### config.mk
export PLATFORM = sky130hd
export DESIGN_NAME = pipe_skid_reg
export DESIGN_NICKNAME = d
export VERILOG_FILES = /design/src/rtl/riscv_pipe_pkg.sv /design/src/rtl/pipe_skid_reg.sv
export SDC_FILE = /design/constraint.sdc
export NUM_CORES = 1
export LEC_CHECK = 0
export ABC_AREA = 1
export CORE_ASPECT_RATIO = 0.5
export CORE_MARGIN = 4
export CORE_UTILIZATION = 50
export DETAILED_ROUTE_END_ITERATION = 7
export PLACE_DENSITY = 0.91
export RECOVER_POWER = 100
export SETUP_SLACK_MARGIN = 0.05
export SLEW_MARGIN = 20
export SYNTH_ARGS = -nofsm -noshare
export SYNTH_HDL_FRONTEND = slang
export SYNTH_SLANG_ARGS = --single-unit
### constraint.sdc
create_clock -name clk -period 2.7 [get_ports clk]
set_input_delay 0.54 -clock clk [delete_from_list [all_inputs] [get_ports clk]]
set_output_delay 0.54 -clock clk [all_outputs]
set_load 0.01 [all_outputs]
### src/rtl/riscv_pipe_pkg.sv
// rtl/riscv_pipe_pkg.sv - shared types and constants for the pipeline stage registers
package riscv_pipe_pkg;

    localparam int XLEN = 32;

    typedef enum logic [1:0] {
        SKID_EMPTY = 2'd0,
        SKID_BUSY  = 2'd1,
        SKID_FULL  = 2'd2
    } skid_state_t;

endpackage

### src/rtl/pipe_skid_reg.sv
// rtl/pipe_skid_reg.sv - two-entry elastic stage register with registered upstream ready
module pipe_skid_reg
    import riscv_pipe_pkg::*;
#(
    parameter int WIDTH = XLEN
) (
    input  logic             clk,
    input  logic             reset,
    input  logic             flush,
    input  logic             in_valid,
    output logic             in_ready,
    input  logic [WIDTH-1:0] in_data,
    output logic             out_valid,
    input  logic             out_ready,
    output logic [WIDTH-1:0] out_data
);

    skid_state_t      state_q, state_n;
    logic [WIDTH-1:0] main_q, main_n;
    logic [WIDTH-1:0] skid_q, skid_n;
    logic             in_ready_q;
    logic             in_fire, out_fire;

    assign in_fire   = in_valid & in_ready_q;
    assign out_fire  = (state_q != SKID_EMPTY) & out_ready;
    assign in_ready  = in_ready_q;
    assign out_valid = (state_q != SKID_EMPTY);
    assign out_data  = main_q;

    always_comb begin
        state_n = state_q;
        main_n  = main_q;
        skid_n  = skid_q;
        if (flush) begin
            // Squash wins over both handshakes: nothing enters, nothing counts as delivered.
            state_n = SKID_EMPTY;
        end else begin
            case (state_q)
                SKID_EMPTY: begin
                    if (in_fire) begin
                        main_n  = in_data;
                        state_n = SKID_BUSY;
                    end
                end
                SKID_BUSY: begin
                    if (in_fire && out_fire) begin
                        main_n = in_data;
                    end else if (in_fire) begin
                        skid_n  = in_data;
                        state_n = SKID_FULL;
                    end else if (out_fire) begin
                        state_n = SKID_EMPTY;
                    end
                end
                SKID_FULL: begin
                    if (out_fire) begin
                        main_n  = skid_q;
                        state_n = SKID_BUSY;
                    end
                end
                default: state_n = SKID_EMPTY;
            endcase
        end
    end

    always_ff @(posedge clk or posedge reset) begin
        if (reset) begin
            state_q    <= SKID_EMPTY;
            main_q     <= '0;
            skid_q     <= '0;
            in_ready_q <= 1'b1;
        end else begin
            state_q    <= state_n;
            main_q     <= main_n;
            skid_q     <= skid_n;
            // Ready comes straight from a flop so upstream never sees a combinational path.
            in_ready_q <= (state_n != SKID_FULL);
        end
    end

endmodule

Word-level counts from Yosys, hierarchy flattened
Index checks and enable logic that the tools add are counted.
{"block": "word_totals", "register_bits": 67, "romBits": 0, "latchBits": 0, "ramBits": 0, "n_memories": 0}
{"block": "op_classes", "n_reduce_logical": 6, "multipliers": 0, "n_addsub": 0, "mux": 11, "bitwise_logic": 4, "n_div": 0, "magnitude_cmp": 0, "shift": 0, "eq_ne": 6}
{"operator": "$mux 32", "n": 3}
{"operator": "$pmux 32 s3", "n": 1}
{"operator": "$mux 2", "n": 6}
{"operator": "$ne 2x2->1 const B", "n": 4}
{"operator": "$pmux 2 s3", "n": 1}
{"operator": "$reduce_and 5->1", "n": 1}
{"operator": "$reduce_and 4->1", "n": 1}
{"operator": "$reduce_bool 3->1", "n": 1}
{"operator": "$and 1x1->1", "n": 2}
{"operator": "$eq 2x1->1 const B", "n": 1}
{"operator": "$eq 2x2->1 const B", "n": 1}
{"operator": "$logic_not 2->1", "n": 1}
{"operator": "$not 1->1", "n": 2}
{"operator": "$reduce_bool 2->1", "n": 1}
{"operator": "$logic_and 1x1->1", "n": 1}

Logic depth before layout (Yosys ltp)
Gate-level depths: netlist (run 1).
{"block": "logic_depth", "depth_word": 8, "depth_mapped": 8}

Worst setup path after synthesis (run 1)
OpenSTA, ideal clock, no wires.
{"block": "synth_path", "path_kind": "register to register", "start": "register in_ready_q (netlist: in_ready)", "end": "register skid_q[0]", "n_path_buf": 1, "slack_ns": 1.366, "required_time_ns": 2.583, "t_arrival_ns": 1.217, "path_stages_with_launch": 7, "path_cell_list": "dfstp_2 -> nand2_1 -> nor3_4 -> nand2_1 -> buf_2 -> nand2_1 -> nand2_1"}
{"block": "synth_between", "elab_chain_len": 4}
{"item": "start: declaration", "line_no": "pipe_skid_reg.sv:21", "text": "logic in_ready_q;"}
{"item": "start signal: assignment", "line_no": "pipe_skid_reg.sv:77", "text": "in_ready_q <= (state_n != SKID_FULL);"}
{"item": "$and 1x1->1 *", "line_no": "pipe_skid_reg.sv:24", "text": "assign in_fire = in_valid & in_ready_q;"}
{"item": "$logic_and 1x1->1", "line_no": "pipe_skid_reg.sv:46", "text": "if (in_fire && out_fire) begin"}
{"item": "$not 1->1 (no line)"}
{"item": "$reduce_and 4->1 (no line) *"}
{"item": "end signal: assignment", "line_no": "pipe_skid_reg.sv:75", "text": "skid_q <= skid_n;"}
{"item": "end: declaration", "line_no": "pipe_skid_reg.sv:20", "text": "logic [WIDTH-1:0] skid_q, skid_n;"}
Every way passes the cells marked *; elsewhere a longest branch is shown, timed or not.
A chain may end at the register's enable or synchronous reset.

Final worst setup path (run 1)
{"block": "layout_path", "start": "input in_valid", "end": "register skid_q[9]"}
{"block": "layout_between", "elab_chain_len": 4}
{"item": "start: declaration", "line_no": "pipe_skid_reg.sv:10", "text": "input logic in_valid,"}
{"item": "$and 1x1->1 *", "line_no": "pipe_skid_reg.sv:24"}
{"item": "$logic_and 1x1->1", "line_no": "pipe_skid_reg.sv:46"}
{"item": "$not 1->1 (no line)"}
{"item": "$reduce_and 4->1 (no line) *"}
Marked as above.

==> results of run 1 <==
-- critical path, cell delays in order --
cell	delay, ns
clkdlybuf4s50_1	0.47
nand2_1	0.09
nor3_2	0.61
nand2_1	0.11
clkbuf_2	0.45
nand2_1	0.18
nand2_1	0.07
-- per-layer routing --
layer	wire length, um	GRT usage
met3	479	0.0575
met2	4150	0.392
met1	3530	0.285
met5	0	0
met4	231	0.110
-- final timing paths --
path                            cells after the start           end
worst max-delay path                                7     skid_q[9]
min in group asynchronous                           3   out_data[1]
worst min-delay path                                2     skid_q[1]
worst min register to register                      2     skid_q[1]
worst max register to register                      8  out_data[30]
max in group asynchronous                           3    skid_q[12]
-- layout make-up --
| class | instances | share of cell area |
|---|---|---|
| clock buffer | 12 | 0.0611 |
| clock inverter | 4 | 0.0173 |
| inverter | 8 | 0.00715 |
| multi-input combinational | 304 | 0.305 |
| sequential | 67 | 0.399 |
| tap | 88 | 0.0262 |
| timing repair buffer | 82 | 0.183 |
-- report_power, final --
group          internal [uW]  total, uW  switching, uW
registers               1230       1350            126
clock network            857       1280            424
logic                    282        615            333
-- cells in the final DEF, fill, tap and decap left out --
cell type,count
nand3_2,1
clkinvlp_4,1
nand3_1,96
inv_1,6
buf_4,5
clkbuf_16,9
o21ai_0,2
dfstp_2,1
nor2_2,1
nor2_1,1
inv_2,1
clkinv_2,1
nand2_1,200
clkbuf_8,2
clkbuf_1,3
clkinv_1,1
clkbuf_2,5
a21oi_1,1
dfrtp_1,66
bufinv_16,2
nor3_2,1
clkdlybuf4s50_1,36
dlygate4sd3_1,34
nand2_2,1
-- per-stage QoR --
stage	power [uW]	cells
5_1_grt	3400	565
4_1_cts	3300	565
2_1_floorplan	1670	407
6_report	3250	565
3_3_place_gp	1990	549
3_5_place_dp	2020	549
-- sequential cells by signal (all words and copies together) (netlist names) --
signal	count
out_data	32
in_ready	1
skid_q	32
state_q	2
-- cells by family after synthesis --
| family | Yosys count | share of synthesized area |
|---|---|---|
| AND/OR/NAND/NOR | 301 | 0.406 |
| flip-flops | 67 | 0.535 |
| buffers and inverters | 36 | 0.0539 |
| AO/OA/AOI/OAI | 3 | 0.00479 |
==> flow_metrics.py, run 1 <==
metrics = {
    "run_status": {
        "status": "finished with violations",
        "violations": "max-capacitance violations, max-slew violations",
    },
    "critical_path": {
        "r2r_slack_ns": 0.45,
        "crit_fanout": 32,
        "startpoint": "in_valid",
        "arrival_ns": 2.53,
        "worstSetupEndpointType": "flop",
        "critPathKind": "input port to flop",
        "startpoint_type": "input port",
        "cp.required_ns": 2.91,
        "r2r_start": "state_q[0]",
    },
    "timing": {
        "fin_skew_ns": 0.00414,
        "hold_viol_final": 0,
        "setup_slack_ns": 0.384,
        "post-route-min-period_ns": 2.32,
        "timing.hold.ws_ns": 0.472,
        "slew_viol_final": 68,
        "min_period_over_period": 0.858,
        "fin_tns_setup_ns": 0,
        "setup_viol_count_final": 0,
        "max_freq_mhz": 432,
        "worst_pin_slew_ns": 1.63,
        "rsz0062_at_grt": "no",
        "slew_headroom": -0.0890,
    },
    "floorplan": {
        "die_h_um": 64.0,
        "ios": 71,
        "row_count": 20,
        "core_um2": 6080,
        "start_util": 0.516,
        "die_width_um": 120,
        "dieArea_um2": 7680,
    },
    "place": {
        "pre_cts_slack_ns": 0.554,
        "dpl.hpwl_um": 5100,
        "postPlaceCellArea_um2": 3910,
        "place.gp.congestion": 0.790,
        "portBuffers": 70,
    },
    "power_and_ir_drop": {
        "p_leak_uw": 0.00223,
        "ir_worst_vdd_mv": 0.352,
        "power_density_nw_per_um2": 774,
    },
    "clocking": {
        "clk_pin_slew_ns": 0.06,
        "clock-sinks": 67,
        "cts_made_buffers": 9,
        "post_cts_resized": 0,
        "cts_tree": "yes",
        "root_buffer": "clkbuf_16",
        "clk_latency_ns": 0.33,
        "cts_setup_buffers": 0,
        "htreeDepth": 3,
        "hold_buffers": 0,
        "clk_path_buf_depth": 2,
    },
    "synth": {
        "ys_warn_count": 0,
        "yosys_most_used_dff": "dfrtp_1",
        "syn_inst": 407,
        "async_flop_share": 1.00,
        "syn_area_um2": 3140,
        "synth_common_cells": "nand2_1, nand3_1, dfrtp_1",
        "synth_seq_cells": 67,
        "syn_nets": 444,
        "post-synth-top-count-cell": "nand2_1",
        "synth_edf_count": 0,
        "synth_seq_area_share": 0.535,
        "yosys-top-cells-area": "dfrtp_1, nand2_1, nand3_1, buf_2, buf_4",
        "synth_top_area_frac": 0.527,
        "synth_area_per_cell_um2": 7.70,
        "synth.distinct_cells": 17,
        "yosys.area.top_type": "dfrtp_1",
    },
    "layout": {
        "fill_cells": 423,
        "nets": 509,
        "drive_above_1_share": 0.0650,
        "syn_to_final_growth_pct": 34.0,
        "multiInputGateArea_um2": 1280,
        "post-route-util": 0.691,
        "stdcell_area_um2": 4200,
        "seqCellArea_um2": 1680,
        "num_antenna_cells": 0,
    },
    "detailed_routing": {
        "drt_iter0_drc": 274,
        "wl_per_cell_um": 14.8,
        "drc": 0,
        "vias": 2994,
        "dr.pass1.iters": 5,
        "routed_wl_um": 8390,
        "via_per_inst": 5.30,
        "drtAntennaViolNets": 0,
    },
    "grt": {
        "grt_start_max_net_pins": 68,
        "grt_first_pass_wirelength_um": 14200,
        "grt_overflow": 0,
        "antenna_found_initial": 0,
        "grt_pass1_vias": 3020,
        "grt_use_total": 0.233,
    },
    "hold_path": {
        "hold_path.class": "flop to flop",
        "min-delay-start": "skid_q[1]",
    },
    "run": {
        "cap_violations": 1,
    },
}
Note: power is estimated with default switching activity, not from simulation.
==> run 2: changes to the inputs <==
--- a/config.mk
+++ b/config.mk
@@ -6,6 +6,7 @@
 export NUM_CORES = 1
 export LEC_CHECK = 0
 export ABC_AREA = 1
+export ABC_CLOCK_PERIOD_IN_PS = 2700
 export CORE_ASPECT_RATIO = 0.5
 export CORE_MARGIN = 4
 export CORE_UTILIZATION = 50
==> results of run 2 <==
Same layout as run 1: the final DEF is identical, and so are final timing and power.
